===== config.mk =====
export PLATFORM = sky130hd
export DESIGN_NAME = platform_scroll_ctrl_flat
export DESIGN_NICKNAME = d
export VERILOG_FILES = /design/src/rtl/platform_scroll_ctrl_if.sv /design/src/rtl/platform_scroll_ctrl.sv /design/src/flat_wrapper.sv
export SDC_FILE = /design/constraint.sdc
export NUM_CORES = 1
export LEC_CHECK = 0
export ABC_CLOCK_PERIOD_IN_PS = 18800
export CORE_MARGIN = 5
export CORE_UTILIZATION = 62
export CTS_CLUSTER_SIZE = 30
export DETAILED_ROUTE_END_ITERATION = 6
export DONT_BUFFER_PORTS = 1
export PLACE_DENSITY = 0.81
export RECOVER_POWER = 100
export SLEW_MARGIN = 20
export SYNTH_ARGS = -nofsm -noshare
export SYNTH_HDL_FRONTEND = slang
export SYNTH_SLANG_ARGS = --single-unit

===== constraint.sdc =====
create_clock -name frame_clk -period 18.8 [get_ports frame_clk]
set_clock_uncertainty 0.2 [all_clocks]
set_input_delay 0.94 -clock frame_clk [delete_from_list [all_inputs] [get_ports frame_clk]]
set_output_delay 0.94 -clock frame_clk [all_outputs]
set_load 0.01 [all_outputs]

===== src/rtl/platform_scroll_ctrl_if.sv =====
// Signal bundle between the jumper-game sequencer and its keyboard, ball and platform neighbours.
interface platform_scroll_ctrl_if;
   logic [7:0]  keycode;
   logic [10:0] ball_y;
   logic [3:0]  plat_idx;
   logic [10:0] plat_x;
   logic [10:0] plat_y;
   logic [3:0]  scroll_amt;
   logic        ball_rst;
   logic [1:0]  game_state;
   logic [15:0] score;

   modport master (output keycode, ball_y, plat_idx,
                   input  plat_x, plat_y, scroll_amt, ball_rst, game_state, score);
   modport slave  (input  keycode, ball_y, plat_idx,
                   output plat_x, plat_y, scroll_amt, ball_rst, game_state, score);
endinterface


===== src/rtl/platform_scroll_ctrl.sv =====
// Jumper-game sequencer: IDLE/PLAY/OVER control, platform table with scroll and respawn, and score.
module platform_scroll_ctrl #(
   parameter int         NUM_PLAT     = 8,
   parameter int         SCROLL_LINE  = 200,
   parameter int         MAX_SCROLL   = 4,
   parameter int         DEATH_Y      = 469,
   parameter logic [7:0] START_KEY    = 8'h2C,
   parameter int         PLAT_SPACING = 60
) (
   input logic                   frame_clk,
   input logic                   Reset,
   platform_scroll_ctrl_if.slave bus
);
   typedef enum logic [1:0] {ST_IDLE = 2'd0, ST_PLAY = 2'd1, ST_OVER = 2'd2} state_t;

   localparam logic [10:0] SCROLL_LINE_C = 11'(SCROLL_LINE);
   localparam logic [10:0] MAX_SCROLL_C  = 11'(MAX_SCROLL);
   localparam logic [10:0] DEATH_Y_C     = 11'(DEATH_Y);
   localparam logic [10:0] SPACING_C     = 11'(PLAT_SPACING);
   localparam logic [15:0] LFSR_SEED     = 16'hACE1;

   state_t      state_r, state_nxt_s;
   logic [7:0]  key_q_r;
   logic [15:0] lfsr_r;
   logic [15:0] score_r, score_nxt_s;
   logic [3:0]  scroll_r, scroll_nxt_s;
   logic        ball_rst_r, ball_rst_nxt_s;
   logic [10:0] plat_x_r     [NUM_PLAT];
   logic [10:0] plat_y_r     [NUM_PLAT];
   logic [10:0] plat_x_nxt_s [NUM_PLAT];
   logic [10:0] plat_y_nxt_s [NUM_PLAT];
   logic [11:0] y_sum_s      [NUM_PLAT];
   logic [10:0] climb_s;
   logic [3:0]  d_s;
   logic        start_edge_s;
   logic [10:0] respawn_x_s;
   logic [10:0] rd_x_s, rd_y_s;

   function automatic logic [10:0] layout_y(input logic [4:0] idx);
      return 11'd470 - SPACING_C * {6'd0, idx};
   endfunction

   function automatic logic [10:0] layout_x(input logic [4:0] idx);
      logic [10:0] x;
      if (idx == 5'd0) x = 11'd240;
      else             x = 11'd40 + 11'd70 * {8'd0, idx[2:0]};
      return x;
   endfunction

   function automatic logic [15:0] sat16_add(input logic [15:0] a, input logic [3:0] b);
      logic [16:0] sum;
      sum = {1'b0, a} + {13'd0, b};
      return sum[16] ? 16'hFFFF : sum[15:0];
   endfunction

   // Fibonacci taps 16,14,13,11 in right-shift form; a non-zero seed never reaches zero.
   function automatic logic [15:0] lfsr_step(input logic [15:0] l);
      return {l[0] ^ l[2] ^ l[3] ^ l[5], l[15:1]};
   endfunction

   assign start_edge_s = (bus.keycode == START_KEY) && (key_q_r != START_KEY);
   assign climb_s      = SCROLL_LINE_C - bus.ball_y;
   assign respawn_x_s  = {2'b00, lfsr_r[8:0]} + 11'd32;

   // Per-frame scroll distance and the pre-wrap platform heights it produces.
   always_comb begin
      d_s = 4'd0;
      if (bus.ball_y < SCROLL_LINE_C) begin
         if (climb_s > MAX_SCROLL_C) d_s = MAX_SCROLL_C[3:0];
         else                        d_s = climb_s[3:0];
      end else begin
         d_s = 4'd0;
      end
      for (int i = 0; i < NUM_PLAT; i++) begin
         y_sum_s[i] = {1'b0, plat_y_r[i]} + {8'd0, d_s};
      end
   end

   // Game FSM next state together with the table, score and output-register updates.
   always_comb begin
      state_nxt_s    = state_r;
      score_nxt_s    = score_r;
      scroll_nxt_s   = 4'd0;
      ball_rst_nxt_s = 1'b0;
      for (int i = 0; i < NUM_PLAT; i++) begin
         plat_x_nxt_s[i] = plat_x_r[i];
         plat_y_nxt_s[i] = plat_y_r[i];
      end
      case (state_r)
         ST_IDLE: begin
            for (int i = 0; i < NUM_PLAT; i++) begin
               plat_x_nxt_s[i] = layout_x(5'(i));
               plat_y_nxt_s[i] = layout_y(5'(i));
            end
            if (start_edge_s) begin
               state_nxt_s    = ST_PLAY;
               ball_rst_nxt_s = 1'b1;
               score_nxt_s    = 16'd0;
            end else begin
               state_nxt_s    = ST_IDLE;
            end
         end
         ST_PLAY: begin
            scroll_nxt_s = d_s;
            score_nxt_s  = sat16_add(score_r, d_s);
            for (int i = 0; i < NUM_PLAT; i++) begin
               if (y_sum_s[i] > 12'd479) begin
                  plat_y_nxt_s[i] = y_sum_s[i][10:0] - 11'd480;
                  plat_x_nxt_s[i] = respawn_x_s;
               end else begin
                  plat_y_nxt_s[i] = y_sum_s[i][10:0];
                  plat_x_nxt_s[i] = plat_x_r[i];
               end
            end
            if (bus.ball_y >= DEATH_Y_C) state_nxt_s = ST_OVER;
            else                         state_nxt_s = ST_PLAY;
         end
         ST_OVER: begin
            if (start_edge_s) begin
               state_nxt_s = ST_IDLE;
               for (int i = 0; i < NUM_PLAT; i++) begin
                  plat_x_nxt_s[i] = layout_x(5'(i));
                  plat_y_nxt_s[i] = layout_y(5'(i));
               end
            end else begin
               state_nxt_s = ST_OVER;
            end
         end
         default: begin
            state_nxt_s = ST_IDLE;
         end
      endcase
   end

   // Frame-rate state register; Reset restores the power-up layout without waiting for a clock.
   always_ff @(posedge frame_clk or posedge Reset) begin
      if (Reset) begin
         state_r    <= ST_IDLE;
         key_q_r    <= 8'd0;
         lfsr_r     <= LFSR_SEED;
         score_r    <= 16'd0;
         scroll_r   <= 4'd0;
         ball_rst_r <= 1'b0;
         for (int i = 0; i < NUM_PLAT; i++) begin
            plat_x_r[i] <= layout_x(5'(i));
            plat_y_r[i] <= layout_y(5'(i));
         end
      end else begin
         state_r    <= state_nxt_s;
         key_q_r    <= bus.keycode;
         lfsr_r     <= lfsr_step(lfsr_r);
         score_r    <= score_nxt_s;
         scroll_r   <= scroll_nxt_s;
         ball_rst_r <= ball_rst_nxt_s;
         for (int i = 0; i < NUM_PLAT; i++) begin
            plat_x_r[i] <= plat_x_nxt_s[i];
            plat_y_r[i] <= plat_y_nxt_s[i];
         end
      end
   end

   // Table read port; out-of-range indices read as zero.
   always_comb begin
      rd_x_s = 11'd0;
      rd_y_s = 11'd0;
      for (int i = 0; i < NUM_PLAT; i++) begin
         rd_x_s = rd_x_s | (plat_x_r[i] & {11{bus.plat_idx == 4'(i)}});
         rd_y_s = rd_y_s | (plat_y_r[i] & {11{bus.plat_idx == 4'(i)}});
      end
   end

   assign bus.plat_x     = rd_x_s;
   assign bus.plat_y     = rd_y_s;
   assign bus.scroll_amt = scroll_r;
   assign bus.ball_rst   = ball_rst_r;
   assign bus.game_state = state_r;
   assign bus.score      = score_r;
endmodule


===== src/flat_wrapper.sv =====
// flat-port wrapper written by rule: the top's interface ports become plain ports
module platform_scroll_ctrl_flat 
#(
   parameter int         NUM_PLAT     = 8,
   parameter int         SCROLL_LINE  = 200,
   parameter int         MAX_SCROLL   = 4,
   parameter int         DEATH_Y      = 469,
   parameter logic [7:0] START_KEY    = 8'h2C,
   parameter int         PLAT_SPACING = 60
)
  (frame_clk, Reset, bus_keycode, bus_ball_y, bus_plat_idx, bus_plat_x, bus_plat_y, bus_scroll_amt, bus_ball_rst, bus_game_state, bus_score);
  platform_scroll_ctrl_if bus_i ();
  input logic frame_clk;
  input logic Reset;
  input wire logic [$bits(bus_i.keycode)-1:0] bus_keycode;
  input wire logic [$bits(bus_i.ball_y)-1:0] bus_ball_y;
  input wire logic [$bits(bus_i.plat_idx)-1:0] bus_plat_idx;
  output wire logic [$bits(bus_i.plat_x)-1:0] bus_plat_x;
  output wire logic [$bits(bus_i.plat_y)-1:0] bus_plat_y;
  output wire logic [$bits(bus_i.scroll_amt)-1:0] bus_scroll_amt;
  output wire logic [$bits(bus_i.ball_rst)-1:0] bus_ball_rst;
  output wire logic [$bits(bus_i.game_state)-1:0] bus_game_state;
  output wire logic [$bits(bus_i.score)-1:0] bus_score;
  assign bus_i.keycode = bus_keycode;
  assign bus_i.ball_y = bus_ball_y;
  assign bus_i.plat_idx = bus_plat_idx;
  assign bus_plat_x = bus_i.plat_x;
  assign bus_plat_y = bus_i.plat_y;
  assign bus_scroll_amt = bus_i.scroll_amt;
  assign bus_ball_rst = bus_i.ball_rst;
  assign bus_game_state = bus_i.game_state;
  assign bus_score = bus_i.score;
  platform_scroll_ctrl #(.NUM_PLAT(NUM_PLAT), .SCROLL_LINE(SCROLL_LINE), .MAX_SCROLL(MAX_SCROLL), .DEATH_Y(DEATH_Y), .START_KEY(START_KEY), .PLAT_SPACING(PLAT_SPACING)) u_core (.frame_clk(frame_clk), .Reset(Reset), .bus(bus_i));
endmodule

Word-level counts from Yosys, hierarchy flattened

Index checks and enable logic that the tools add are counted.

Memory bits (writable): 0
Bits of input ports: 25
Latch bits: 0
Logic and storage cells: 153
Output and inout bits: 45
Memories: 0
Register bits after elaboration: 223
Bits in read-only memories: 0

Multipliers: 0
Div/mod/pow operators: 0
Order comparisons: 11
Equal/unequal tests: 21
Bitwise operators: 33
Muxes and demuxes: 32
Reductions and logical operators: 15
Shifts and indexed selects: 0
Add/subtract/negate cells: 19

Operator list:

| operator                                                                         | number |
|---|---|
| 88-bit case mux with 3 select lines                                              | 2 |
| 11-bit bitwise AND                                                               | 16 |
| 11-bit two-way mux                                                               | 16 |
| 88-bit two-way mux                                                               | 2 |
| 11-bit OR                                                                        | 14 |
| 11-bit by 4-bit adder with 12-bit output                                         | 8 |
| 12-bit by 9-bit greater-than comparator with 1-bit output, second input constant | 8 |
| 11-bit by 9-bit subtractor with 11-bit output, second input constant             | 8 |
| 16-bit two-way mux                                                               | 2 |
| 16-bit case mux with 2 select lines                                              | 1 |
| 3-bit AND reduction                                                              | 8 |
| 2-bit by 1-bit inequality test with 1-bit output, second input constant          | 10 |
| 16-bit by 4-bit adder with 17-bit output                                         | 1 |
| 4-bit by 3-bit equality test with 1-bit output, second input constant            | 4 |
| 4-bit two-way mux                                                                | 3 |
| 11-bit by 9-bit >= comparator with 1-bit output, second input constant           | 1 |
| 11-bit by 3-bit greater-than comparator with 1-bit output, second input constant | 1 |
| 11-bit by 8-bit < comparator with 1-bit output, second input constant            | 1 |
| 8-bit by 11-bit subtractor with 11-bit output, first input constant              | 1 |
| 9-bit by 6-bit adder with 10-bit output, second input constant                   | 1 |
| 4-bit by 2-bit equality test with 1-bit output, second input constant            | 2 |
| 8-bit by 6-bit equality test with 1-bit output, second input constant            | 1 |
| 8-bit by 6-bit inequality test with 1-bit output, second input constant          | 1 |
| 2-bit case mux with 3 select lines                                               | 1 |
| 12 further kinds                                                                 | 18 |

Longest topological paths before layout

Gate-level depths: netlist of the first run.

Depth in word-level cells: 9
Gate-level depth with buffers: 24

Worst setup path before layout of the first run

Ideal clock, no wire load.

Kind: in2reg
Start: input port bus_ball_y[0]
End: register u_core.plat_x_r[79] (netlist bit)
Stages on the path: 22
Buffers on the path: 3
Path slack: 12.575 ns
Arrival time: 5.959 ns
Cells stage by stage: inv_1 -> ha_1 -> buf_2 -> and2b_1 -> o21ai_0 -> a2111oi_1 -> o211ai_1 -> buf_2 -> nor4_1 -> ha_1 -> inv_1 -> fa_1 -> nor4b_1 -> nor4bb_1 -> a21oi_1 -> o21ai_0 -> a32oi_1 -> o221ai_1 -> buf_2 -> nand2_1 -> nor2_1 -> a22o_1

Word-level cells in the longest chain between the ends: 8
Elaborated cells between the ends (all ways): 9
Classes of those cells: add/sub: 2; order compare: 3; eq/ne: 1; mux: 2; reduce/logical: 1

Ends and longest elaborated chain:

| element                                                        | RTL line                    | text |
|---|---|---|
| start, declared                                                | flat_wrapper.sv:16          | `input wire logic [$bits(bus_i.ball_y)-1:0] bus_ball_y;` |
| 8-bit by 11-bit subtractor with 11-bit output                  | platform_scroll_ctrl.sv:62  | `assign climb_s = SCROLL_LINE_C - bus.ball_y;` |
| 11-bit by 3-bit greater-than comparator with 1-bit output      | platform_scroll_ctrl.sv:69  | `if (climb_s > MAX_SCROLL_C) d_s = MAX_SCROLL_C[3:0];` |
| 4-bit two-way mux                                              | platform_scroll_ctrl.sv:69  |  |
| 4-bit two-way mux (*)                                          | platform_scroll_ctrl.sv:68  | `if (bus.ball_y < SCROLL_LINE_C) begin` |
| 11-bit by 4-bit adder with 12-bit output (*)                   | platform_scroll_ctrl.sv:75  | `y_sum_s[i] = {1'b0, plat_y_r[i]} + {8'd0, d_s};` |
| 12-bit by 9-bit greater-than comparator with 1-bit output (*)  | platform_scroll_ctrl.sv:107 | `if (y_sum_s[i] > 12'd479) begin` |
| 2-bit by 1-bit inequality test with 1-bit output (no line) (*) | --                          |  |
| 3-bit AND reduction (no line) (*)                              | --                          |  |
| end signal, assigned by index                                  | platform_scroll_ctrl.sv:145 | `plat_x_r[i] <= layout_x(5'(i));` |
| end signal, assigned by index                                  | platform_scroll_ctrl.sv:156 | `plat_x_r[i] <= plat_x_nxt_s[i];` |
| end, declared                                                  | platform_scroll_ctrl.sv:28  | `logic [10:0] plat_x_r [NUM_PLAT];` |

Mark *: on every way between the ends. The rest lies on a longest branch, timed or not.
A chain may end at the register's enable or synchronous reset.

Worst setup path in the final report of the first run

Start: input port bus_ball_y[0]
End: register u_core.plat_x_r[40] (netlist bit)

Same word-level chain as after synthesis.

==> results of run 1 <==
[state kept, by name, summed over array words and instances, names as in the netlist]
signal / cells
u_core.bus.score: 16
u_core.bus.ball_rst: 1
u_core.plat_y_r: 88
u_core.bus.scroll_amt: 4
u_core.key_q_r: 8
u_core.plat_x_r: 80
u_core.bus.game_state: 2
u_core.lfsr_r: 16
[logic make-up (layout without fill, tap and decap cells)]
kind of cell / after synthesis / count (layout) / synth area share [%]
adders and majority gates: 58 / 58 / 5.59
buffers and inverters: 140 / 97 / 4.10
AOI/OAI and AO/OA: 513 / 513 / 26.3
xor gates and xnor gates: 86 / 86 / 5.48
other: 1 / 11 / 0.0273
muxes: 23 / 23 / 1.74
and+or+nand+nor: 469 / 469 / 16.9
DFF: 215 / 215 / 39.9
[layout by cell type, fill, tap and decap left out, drive strengths merged, types with 12 or more instances in the layout]
master    n
inv      34
nand4    37
nor2     94
o21ai   127
a22oi    85
o22a     17
nand2   169
a31oi    24
ha       39
a211oi   12
dfrtp   137
xor2     40
a21oi    96
a22o     31
nor3     24
nand3    39
buf      14
xnor2    46
a21o     16
mux2i    19
clkbuf   42
dfstp    78
and3     19
[worst paths after layout]
kind,endpoint,slack [ns],start,cells after the start
min reg2reg,u_core.lfsr_r[13],0.16,u_core.lfsr_r[14],0
max in group asynchronous,u_core.plat_y_r[26],10.99,Reset,2
min in group asynchronous,u_core.bus.scroll_amt[3],1.90,Reset,1
max,u_core.plat_x_r[40],10.48,bus_ball_y[0],16
min,u_core.lfsr_r[13],0.16,u_core.lfsr_r[14],0
max reg2reg,u_core.plat_x_r[40],13.37,u_core.plat_y_r[33],10
[final cells by class]
| cell class | instances | area share [%] |
|---|---|---|
| inverter | 34 | 0.883 |
| tap | 280 | 2.40 |
| multi-input combinational | 1160 | 52.6 |
| timing repair buffer | 19 | 0.848 |
| clock buffer | 37 | 4.93 |
| sequential | 215 | 37.5 |
| clock inverter | 7 | 0.780 |
[report_power, final]
part | switching (mW) | internal [mW] | leakage [nW] | total, mW
logic | 0.0802 | 0.0262 | 2.88 | 0.106
clock network | 0.201 | 0.293 | 0.409 | 0.494
registers | 0.00998 | 0.476 | 2.70 | 0.486
total | 0.291 | 0.794 | 5.99 | 1.09
[layer usage]
metal / part of all wire, % / GRT usage (%) / routed length (um) / up-vias
met5: 0 / 0 / 0 / -
met4: 3.1 / 9.77 / 1210 / 0
met3: 11 / 6.32 / 4180 / 102
met2: 46 / 47.4 / 18200 / 692
met1: 40 / 42.4 / 16000 / 6007
li1: - / - / - / 5472
[critical path, cell delays in order]
cell and delay (ns):
inv_1 0.05, ha_1 0.29, nand3b_1 0.14, a31oi_1 0.12
or4_1 0.75, nor4_1 1.73, ha_1 0.46, fa_1 0.25
o21ai_0 0.09, a31oi_1 0.13, o21ai_0 0.32, a21boi_0 0.46
xnor2_1 0.13, o211ai_1 1.26, o21ai_0 0.93, a32o_1 0.47
[stage by stage]
step | total power, mW | area [sq um]
3_3_place_gp | 0.595 | 13900
6_report | 1.09 | 14600
4_1_cts | 1.09 | 14700
3_5_place_dp | 0.597 | 13900
5_1_grt | 1.12 | 14600
2_1_floorplan | 0.565 | 13800
==> metrics, run 1 <==
Rel. slew slack=-295%; # setup viols final=0; Sequential Area=5480 sq um; TritonCTS Sinks=215; initial core utilization=63.0%; Max FO, Critical Path=16; Yosys cell types=102; WP data arrival=8.54 ns; Cells after Synth=1505; Setup crit start kind=input pin; Via Count=12300; Post-CTS Setup Bufs=0; top post-synthesis cells by area=dfrtp_1 25%, dfstp_2 15%, a22oi_1 4.6%; Period Utilization, post-route=44.2%; Post-DP HPWL=25700 um; initial DRC count=1467; violated checks=max-capacitance violations, max-slew violations; max frequency=120 MHz; IO Port Bufs=0; Layout Cells excl Fill=1752; CP Capture Type=flop; main flop type after synthesis=dfrtp_1; CORE AREA=21800 sq um; Area Growth Syn to Fin=6.26%; final hold vios=0; fillcell total=1743; CTS buffer count=24; post-cts gate resize count=0; fin. max-slew vios=292; required time of the critical path=19.02 ns; total grt overflow=0; Final TNS setup=0 ns; first-pass iteration count of the detailed router=6; clock transition at the registers of the reported paths=0.06 ns; Synth area leader=dfrtp_1; sequential share of the synthesized area=39.9%; dpl cells=1708; NumNets Final=1527; CTS Hold Buffers Added=0; dpl ws=11.55 ns; CTS root buffer=clkbuf_16; # Max-Cap Violations=7; antenna-violating nets left=0; first-pass GRT wire length=63700 um; type of the worst setup path=in2reg; worst-margin pin slew=5.89 ns; Clock Latency Late Sink=0.55 ns; # IOs=70; fraction of registers with async set or reset after synthesis=100%; post-synth top area share=24.9%; largest net degree at the start of global routing=141; Avg Synthesized Cell Area=9.13 sq um; gpl congestion=0.906; proportion of layout cells with a drive suffix above 1=11.6%; CTS tree=yes; Longest Clk Path Bufs=3; chip width=159 um; routed vias/inst=7.01; PnR worst setup slack=10.48 ns; RSZ-0062 raised after global routing=false; post-DR wirelength/cell=22.6 um; Multi-input gate area=7690 sq um; Fin Hold WS=0.155 ns; GRT Overall Usage=30.3%; # H-tree levels=1; outcome=finished, violations left; Post-synth top cells=168 x nand2_1, 137 x dfrtp_1, 111 x o21ai_0, 94 x a21oi_1, 90 x nor2_1; n_diodes=0; crit path time final=8.32 ns; vias in the first global route=11800; count leader, synth=nand2_1; Final Routed Wirelength=39600 um; Die Y-Extent=159 um; # DRC=0; Util after Layout=66.9%; row cnt=54; total number of yosys warnings=0; Netlist Area Pre-Place=13700 sq um; Max VDD drop=0.0686 mV; Seq cells post-synth=215; pwr/cell area=74.3 nW/um^2; min-delay worst type=reg2reg; Post-synth EDFFs=0; cell leakage power=5.99 nW; Die Footprint=25200 sq um; initial antenna violation count=0
(Power assumes the default switching activity.)
==> run 2: changes to the inputs <==
- ABC_CLOCK_PERIOD_IN_PS: 18800 -> 7800
- clock period: 18.8 -> 7.8 ns (I/O delays scaled with it)
==> run 2 against run 1 <==
Against the previous run:
- non-clock buffer count is 15 higher
- the flow still finishes with violations (max-capacitance violations, max-slew violations)
- final area grew 0.26%
- critical endpoint is now u_core.plat_x_r[5]
- combinational power up 140%
- sequential share of layout area is 0.096 points lower
- largest cell class unchanged
- count of clock-buffer cells in the layout is 2 higher
- setup slack worse by 9.5 ns
- sequential power is 140% higher
==> metrics, run 2 (synthesis results as in run 1) <==
Largest regs=u_core.plat_y_r: 88 flops, u_core.plat_x_r: 80 flops; total grt overflow=0; CORE AREA=21800 sq um; post-cts gate resize count=0; proportion of layout cells with a drive suffix above 1=11.4%; CTS root buffer=clkbuf_16; Final Routed Wirelength=39200 um; antenna-violating nets left=0; Clock Latency Late Sink=0.53 ns; # setup viols final=0; CP Capture Type=flop; violated checks=max-capacitance violations, max-slew violations; initial antenna violation count=0; TritonCTS Sinks=215; # H-tree levels=1; WHS Path Cells=4; dpl ws=1.50 ns; crit path time final=6.85 ns; outcome=finished, violations left; max frequency=146 MHz; clock transition at the registers of the reported paths=0.07 ns; largest net degree at the start of global routing=141; FF-to-FF path depth=5; max reg flops=88; required time of the critical path=8.03 ns; PnR worst setup slack=0.947 ns; Multi-input gate area=7700 sq um; Rel. slew slack=-245%; post-DR wirelength/cell=22.2 um; Sequential Area=5480 sq um; min-delay worst type=in2reg; worst-margin pin slew=5.18 ns; NumNets Final=1541; # DRC=0; type of the worst setup path=reg2reg; Setup crit start kind=flop; first-pass iteration count of the detailed router=5; vias in the first global route=12000; Longest Clk Path Bufs=3; final hold vios=0; fin. max-slew vios=252; WP data arrival=7.08 ns; GRT Overall Usage=29.9%; gpl congestion=0.949; Area Growth Syn to Fin=6.53%; # IOs=70; Die Y-Extent=159 um; IO Port Bufs=0; CTS tree=yes; Final TNS setup=0 ns; most frequent cells in the layout=167 x nand2_1, 137 x dfrtp_1, 116 x o21ai_0; Max FO, Critical Path=63; initial core utilization=63.0%; Period Utilization, post-route=87.9%; # Max-Cap Violations=4; cell leakage power=6.01 nW; Via Count=12300; initial DRC count=1448; CTS buffer count=23; most common cell after layout, fill and taps aside=nand2_1; first-pass GRT wire length=63500 um; chip width=159 um; Die Footprint=25200 sq um; fillcell total=1719; n_diodes=0; Post-DP HPWL=26200 um; RSZ-0062 raised after global routing=false; pwr/cell area=171 nW/um^2; routed vias/inst=6.95; Most flops, register=u_core.plat_y_r; row cnt=54; Max VDD drop=0.237 mV
[run 2: changes by cell type in the layout (fill, tap and decap cells not counted), sizes merged]
cell	delta
bufinv	-2
clkbuf	+6
clkinv	-2
clkinvlp	-1
dlygate4sd3	+11
inv	+1
[run 2: critical path: stages (launching register included)]
cell and delay [ns]:
dfrtp_1 0.76, inv_1 0.46, nor2_1 1.68, clkbuf_1 2.47, o21ai_0 0.78, o21ai_0 0.39
[run 2: repair_timing]
action,4_1_cts,5_1_grt
hold buffers,11,0
endpoints found under the hold margin,104,0
setup buffers,0,0
[run 2: report_power, final]
part / total [mW] / leakage, nW / switching [mW] / internal (mW)
combinational: 0.259 / 2.94 / 0.192 / 0.0665
sequential: 1.17 / 2.70 / 0.0214 / 1.15
clock: 1.07 / 0.362 / 0.455 / 0.617
total: 2.50 / 6.01 / 0.668 / 1.83
[run 2: layer usage]
metal  global-route usage, %  wire (um)  vias up
met5                       0          0        -
met4                    10.8       1410        0
met3                    6.82       4140      116
met2                    47.7      17900      664
met1                    40.4      15800     5966
li1                        -          -     5512
[run 2: worst paths after layout]
check                                         startpoint                       end  slack [ns]
worst max-delay path            u_core.bus.game_state[0]        u_core.plat_x_r[5]        0.95
worst min-delay path                      bus_keycode[2]  u_core.bus.game_state[1]        0.05
worst max register to register  u_core.bus.game_state[0]        u_core.plat_x_r[5]        0.95
worst min register to register          u_core.lfsr_r[9]          u_core.lfsr_r[8]        0.15
max in group asynchronous                          Reset       u_core.plat_y_r[10]        2.22
min in group asynchronous                          Reset          u_core.lfsr_r[8]        2.13
[run 2: stage by stage]
stage,hold WS (ns),cell area [sq um],instances,utilization (%),total power [mW]
global route,0.0663,14600,1765,67.1,2.58
finish,0.0453,14600,1765,67.1,2.50
CTS,0.0312,14800,1765,67.7,2.51
detailed placement,0.138,13900,1712,63.8,1.44
global placement,0.140,13900,1711,63.8,1.43
floorplan,0.131,13800,1515,-,1.36
[run 2: area by class of cell]
cell class,count,area share (%)
Multi-Input combinational cell,1160,52.6
Clock buffer,39,4.82
Clock inverter,3,0.205
Sequential cell,215,37.4
Tap cell,280,2.39
Timing Repair Buffer,34,1.70
Inverter,34,0.872
